--- config.mk ---
export PLATFORM = sky130hd
export DESIGN_NAME = aes_round_ctrl
export DESIGN_NICKNAME = d
export VERILOG_FILES = /design/src/rtl/aes_round_ctrl.sv
export SDC_FILE = /design/constraint.sdc
export NUM_CORES = 1
export LEC_CHECK = 0
export CAP_MARGIN = 25
export CELL_PAD_IN_SITES_DETAIL_PLACEMENT = 2
export CELL_PAD_IN_SITES_GLOBAL_PLACEMENT = 2
export CORE_AREA = 4 4 248 250
export DETAILED_ROUTE_END_ITERATION = 8
export DIE_AREA = 0 0 252 254
export HOLD_SLACK_MARGIN = 0.02
export MAX_ROUTING_LAYER = met4
export PLACE_DENSITY_LB_ADDON = 0.1
export SLEW_MARGIN = 20
export SYNTH_ARGS = -nofsm -noshare
export SYNTH_HDL_FRONTEND = slang
export SYNTH_SLANG_ARGS = --single-unit
--- constraint.sdc ---
create_clock -name clk -period 2.55 [get_ports clk]
set_input_delay 0.255 -clock clk [delete_from_list [all_inputs] [get_ports clk]]
set_output_delay 0.255 -clock clk [all_outputs]
set_load 0.02 [all_outputs]
--- src/rtl/aes_round_ctrl.sv ---
// Iterative AES-128 round controller: owns the state register and round counter,
// and drives an external combinational round datapath and key schedule.
// Optional macro AES_ROUND_CTRL_FLUSH_EN adds a synchronous flush input.
module aes_round_ctrl #(
    parameter int unsigned NR = 10
) (
    input  logic         clk,
    input  logic         rst,
    input  logic         in_valid,
    input  logic [127:0] in_data,
    output logic         in_ready,
    output logic         out_valid,
    output logic [127:0] out_data,
    input  logic         out_ready,
    output logic [3:0]   rk_idx,
    input  logic [127:0] rk,
    output logic [127:0] rnd_state,
    output logic         rnd_last,
    input  logic [127:0] rnd_result
`ifdef AES_ROUND_CTRL_FLUSH_EN
    ,
    input  logic         flush
`endif
);

    localparam logic [3:0] NrCnt = 4'(NR);

    typedef enum logic [1:0] {StIdle, StRound, StDone} fsm_e;

    fsm_e         fsm_q, fsm_d;
    logic [127:0] data_q, data_d;
    logic [3:0]   cnt_q, cnt_d;
    logic         flush_w;

`ifdef AES_ROUND_CTRL_FLUSH_EN
    assign flush_w = flush;
`else
    assign flush_w = 1'b0;
`endif

    always_ff @(posedge clk) begin
        if (rst) begin
            fsm_q  <= StIdle;
            data_q <= '0;
            cnt_q  <= '0;
        end else begin
            fsm_q  <= fsm_d;
            data_q <= data_d;
            cnt_q  <= cnt_d;
        end
    end

    always_comb begin
        fsm_d  = fsm_q;
        data_d = data_q;
        cnt_d  = cnt_q;
        unique case (fsm_q)
            StIdle: begin
                // Initial AddRoundKey with round key 0 happens on acceptance.
                if (in_valid && in_ready) begin
                    data_d = in_data ^ rk;
                    cnt_d  = 4'd1;
                    fsm_d  = StRound;
                end
            end
            StRound: begin
                data_d = rnd_result;
                if (rnd_last) begin
                    cnt_d = '0;
                    fsm_d = StDone;
                end else begin
                    cnt_d = cnt_q + 4'd1;
                end
            end
            StDone: begin
                if (out_ready) begin
                    fsm_d = StIdle;
                end
            end
            default: begin
                fsm_d = StIdle;
            end
        endcase
        if (flush_w && (fsm_q != StIdle)) begin
            fsm_d  = StIdle;
            data_d = '0;
            cnt_d  = '0;
        end
    end

    always_comb begin
        in_ready  = (fsm_q == StIdle) && !flush_w;
        out_valid = (fsm_q == StDone);
        out_data  = data_q;
        rnd_state = data_q;
        rk_idx    = (fsm_q == StRound) ? cnt_q : 4'd0;
        rnd_last  = (fsm_q == StRound) && (cnt_q == NrCnt);
    end

endmodule

== Yosys cells after proc, flatten, opt, wreduce, memory -nomap -nowiden ==
Index checks and enable logic that the tools add are counted.

* Register bits after elaboration: 134
* Input bits: 388
* Output and inout bits: 263
* Logic and storage cells: 27

* Add/subtract/negate cells: 1
* Eq/ne operators: 6
* Muxes and demuxes: 10
* Bitwise gates (word level): 1
* Reductions and logical operators: 6

{| class="wikitable"
|+ Operator list
! cell !! number
|-
| $pmux 128 s2 || 1
|-
| $mux 128 || 1
|-
| $xor 128x128->128 || 1
|-
| $mux 4 || 3
|-
| $pmux 4 s2 || 1
|-
| $mux 2 || 3
|-
| $pmux 2 s3 || 1
|-
| $add 4x1->4 const B || 1
|-
| $eq 4x4->1 const B || 1
|-
| $ne 2x1->1 const B || 2
|-
| $reduce_and 3->1 || 1
|-
| $eq 2x1->1 const B || 1
|-
| $eq 2x2->1 const B || 1
|-
| $logic_and 1x1->1 || 2
|-
| $logic_not 2->1 || 1
|-
| $ne 2x2->1 const B || 1
|-
| $reduce_and 2->1 || 1
|-
| $reduce_bool 2->1 || 1
|}

== Depth between registers and ports, before layout ==
* Depth after elaboration: 4
* Depth in mapped cells: 6
* Gate-level depth less buffers: 5

== Worst setup path after synthesis ==
No wires, ideal clock.

* Path kind: register to register
* From: reg fsm_q[1]
* To: reg data_q[110] (netlist: out_data[110])
* Setup time: 0.123 ns
* Arrival time: 1.318 ns
* Required time: 2.427 ns
* Setup slack: 1.109 ns
* Stages on the path, launching flop included: 7
* Buffers on the path: 3
* Period minus slack after synthesis: 1.441 ns
* Path through: dfxtp_1 -> o21ba_2 -> buf_6 -> nor2_2 -> buf_6 -> buf_6 -> a221o_2

* Word-level cells in the longest chain between the ends: 4
* Elaborated cells between the ends (all ways): 7
* Classes of those cells: 2 x eq/ne; 1 x mux; 4 x reduce/logical

{| class="wikitable"
|+ RTL lines
! element !! RTL line !! RTL
|-
| start: declaration || 30 || <nowiki>fsm_e fsm_q, fsm_d;</nowiki>
|-
| start signal: assignment || 43 || <nowiki>fsm_q <= StIdle;</nowiki>
|-
| start signal: assignment || 47 || <nowiki>fsm_q <= fsm_d;</nowiki>
|-
| $logic_not 2->1 || 57, 92 ||
|-
| $logic_and 1x1->1 || 60 || <nowiki>if (in_valid && in_ready) begin</nowiki>
|-
| $ne 2x1->1 (no source line) || -- ||
|-
| $reduce_and 2->1 (no source line) || -- ||
|-
| end signal: assignment || 48 || <nowiki>data_q <= data_d;</nowiki>
|-
| end: declaration || 31 || <nowiki>logic [127:0] data_q, data_d;</nowiki>
|}

Parallel ways exist; a longest one is shown, timed or not.
A chain may end at the register's enable or synchronous reset.

== Worst setup path in the final report ==
* From: reg fsm_q[0]
* To: out rk_idx[1]

* Word-level cells in the longest chain between the ends: 2

{| class="wikitable"
|+ RTL lines
! element !! RTL line !! RTL
|-
| $eq 2x1->1 || 96 || <nowiki>rk_idx = (fsm_q == StRound) ? cnt_q : 4'd0;</nowiki>
|-
| $mux 4 || 96 ||
|-
| end: declaration || 15 || <nowiki>output logic [3:0] rk_idx,</nowiki>
|}

No other way between the ends.

==> flow_summary_export.csv <==
group,metric,value,unit
sta,min_period_over_period,0.9419,
finish,layout_commonest_cell,"clkdlybuf4s50_1",
critical_path,r2r_start,"fsm_q[1]$_SDFFE_PP0P_",
clock_network,cts_setup_buffers,0,
grt,grt_first_pass_wirelength,64010,um
drt,vias,8096,
synthesis,synth_edf_count,0,
clock_network,cts_tree,"done",
synthesis,synthArstFlopShare,0,
sta,fin_setup_tns,0,ns
critical_path,timing.rr.end,"out_data[21]$_SDFFE_PP0P_",
drt,routedWlPerCell,21.66,um
synthesis,ys_types,37,
placed_design,place_congestion,0.7287,
sta,hold_violations,0,
grt,grt_antenna_before_repair,17,
floorplanning,io_pins,651,
flow_run,max_cap_violations,0,
floorplanning,die_area,64010,um2
critical_path,crit_required,2.30,ns
sta,fin_crit,2.402,ns
clock_network,clk_path_buf_depth,2,
placed_design,hpwl,36970,um
floorplanning,initial_core_util,0.1335,
finish,syn_to_final_growth,87.31,%
clock_network,clkSlewWorstSetupHoldPaths,0.06,ns
critical_path,reg2reg_depth,4,
placed_design,dpl_worst_slack,0.4906,ns
drt,final_antenna_net_count,0,
power,fin_total_pwr,7.873,mW
sta,final-max-slew-violation-count,0,
critical_path,reg2reg_slack,0.65,ns
synthesis,syn_area,7880,um2
critical_path,crit_type,"flop to primary output",
synthesis,synth.avg_cell_area,9.381,um2
grt,grt_pass1_vias,9159,
clock_network,cts_resized,1,
synthesis,synth_seq_cells,134,
clock_network,hold_buffers,0,
clock_network,insertion_delay,0.47,ns
drt,drc,0,
clock_network,root_buffer,"clkbuf_16",
clock_network,cts_max_level,4,
run_status,status,"completed",
sta,worst_slack,0.1482,ns
synthesis,syn-num-nets,1230,
synthesis,ys_warn_count,0,
drt,dr.first_iter.drc_count,196,
sta,final-setup-viol-count,0,
placed_design,io_buffers,650,
grt,grt.overflow.total,0,
worst_hold_path,min_path_cells,2,
power,p_leak,5.075,nW
sta,relSlewSlack,0.4007,
synthesis,ys_seq_area_frac,0.3404,
power,power_density,533.4,nW/um2
critical_path,endpoint_kind,"primary output",
worst_hold_path,hold_path_class,"input port to flop",
worst_hold_path,hold_path_end,"out_data[17]$_SDFFE_PP0P_",
synthesis,synth_cells,840,
sta,whs,0.1022,ns
floorplanning,die_w,252,um
sta,rsz0062_at_grt,"false",
grt,globalRouteTotalUtil,0.1427,
drt,firstDrtPassIters,4,
finish,drive_gt1_frac,0.1022,
grt,grt_start_max_net_pins,64,
finish,final_cell_mix,"649 x clkdlybuf4s50_1, 231 x nor2_1, 134 x dfxtp_1, 128 x xnor2_1, 70 x a2111oi_2",
drt,routed_via_density,3.787,
sta,fin_skew,0.007854,ns
synthesis,ys.flop_type,"dfxtp_1",
critical_path,cp_max_fo,7,
worst_hold_path,hold_start,"rst",
critical_path,cp-start-kind,"flop",
floorplanning,die_y,254,um
floorplanning,core_area,59020,um2
floorplanning,rows,89,
drt,wirelength,46300,um
power,ir_worst_vdd,0.0005207,V
finish,fin_nets,1727,
clock_network,clkSinkCount,134,
sta,fmax,0.4164,GHz
clock_network,cts-buffers-inserted,17,
sta,worst_pin_slew,0.8990,ns
critical_path,worstPathArrival,2.15,ns
-- sequential cells by signal, summed over array words and instances (netlist names) --
signal    cells
out_data    128
cnt_q         4
fsm_q         2
-- synthesized netlist by cell type, types with 3 or more instances --
master	number	area [um2]
a221o_2	18	202.7
a2111oi_1	6	60.06
a2111oi_2	70	1051
buf_6	12	135.1
buf_2	17	85.08
a221o_1	9	90.09
nor2_2	4	25.02
and2_1	3	18.77
buf_4	142	1066
a2111oi_0	25	219.0
nor2_1	231	867.1
dfxtp_1	134	2683
clkbuf_1	12	45.04
xnor2_1	128	1121
-- area by class of cell --
type	instances	area, um2
fillers	6628	44260
repair buffers	661	6653
multi-input cells	521	3881
flip-flops and latches	134	2683
well taps	773	967.2
clock buffers	24	481.7
clock inverters	8	50.05
diodes	15	37.54
inverters	2	7.507
-- cell families (layout without fill, tap and decap cells) --
group,Yosys count,count (layout),synth area share
XOR/XNOR,128,128,0.1423
flip-flops,134,134,0.3404
AND/OR/NAND/NOR,255,255,0.1310
AO/OA/AOI/OAI,136,136,0.2132
buffers and inverters,185,695,0.1699
other,0,15,0
adder cells (fa/ha/maj),2,2,0.003175
-- critical path, cell delays in order (launching register included) --
cell and delay [ns]:
dfxtp_1 0.50, nor2b_2 0.34, and2_1 0.21, clkdlybuf4s50_1 0.63
-- metrics by stage --
stage,utilization,instances,instance area (um2)
3_3_place_gp,0.2404,2091,14190
4_1_cts,0.2495,2123,14720
3_5_place_dp,0.2404,2091,14190
6_report,0.2501,2138,14760
2_1_floorplan,-,840,7880
5_1_grt,0.2501,2138,14760
-- power breakdown --
part	internal (mW)	leakage, nW	switching [mW]
Clock	1.31	0.252	1.08
Combinational	1.58	3.71	1.35
Sequential	2.32	1.11	0.243
Total	5.20	5.07	2.67
-- how the worst max path moves through the flow --
stage	start	slack (ns)	endpoint
3_3_place_gp	fsm_q[0]$_SDFFE_PP0P_	0.47	rk_idx[1]
3_5_place_dp	fsm_q[0]$_SDFFE_PP0P_	0.49	rk_idx[1]
6_report	fsm_q[0]$_SDFFE_PP0P_	0.15	rk_idx[1]
4_1_cts	fsm_q[0]$_SDFFE_PP0P_	0.04	rk_idx[1]
5_1_grt	fsm_q[0]$_SDFFE_PP0P_	0.006	rk_idx[1]
2_1_floorplan	fsm_q[1]$_SDFFE_PP0P_	1.11	out_data[110]$_SDFFE_PP0P_
-- layer usage --
| layer | GRT usage | part of all wire | routed length [um] |
|---|---|---|---|
| met1 | 0.1472 | 0.38 | 17560 |
| met2 | 0.2550 | 0.53 | 24680 |
| met3 | 0.05209 | 0.073 | 3363 |
| met4 | 0.04240 | 0.015 | 699 |
| met5 | - | 0 | 0 |
(Power assumes the default switching activity.)
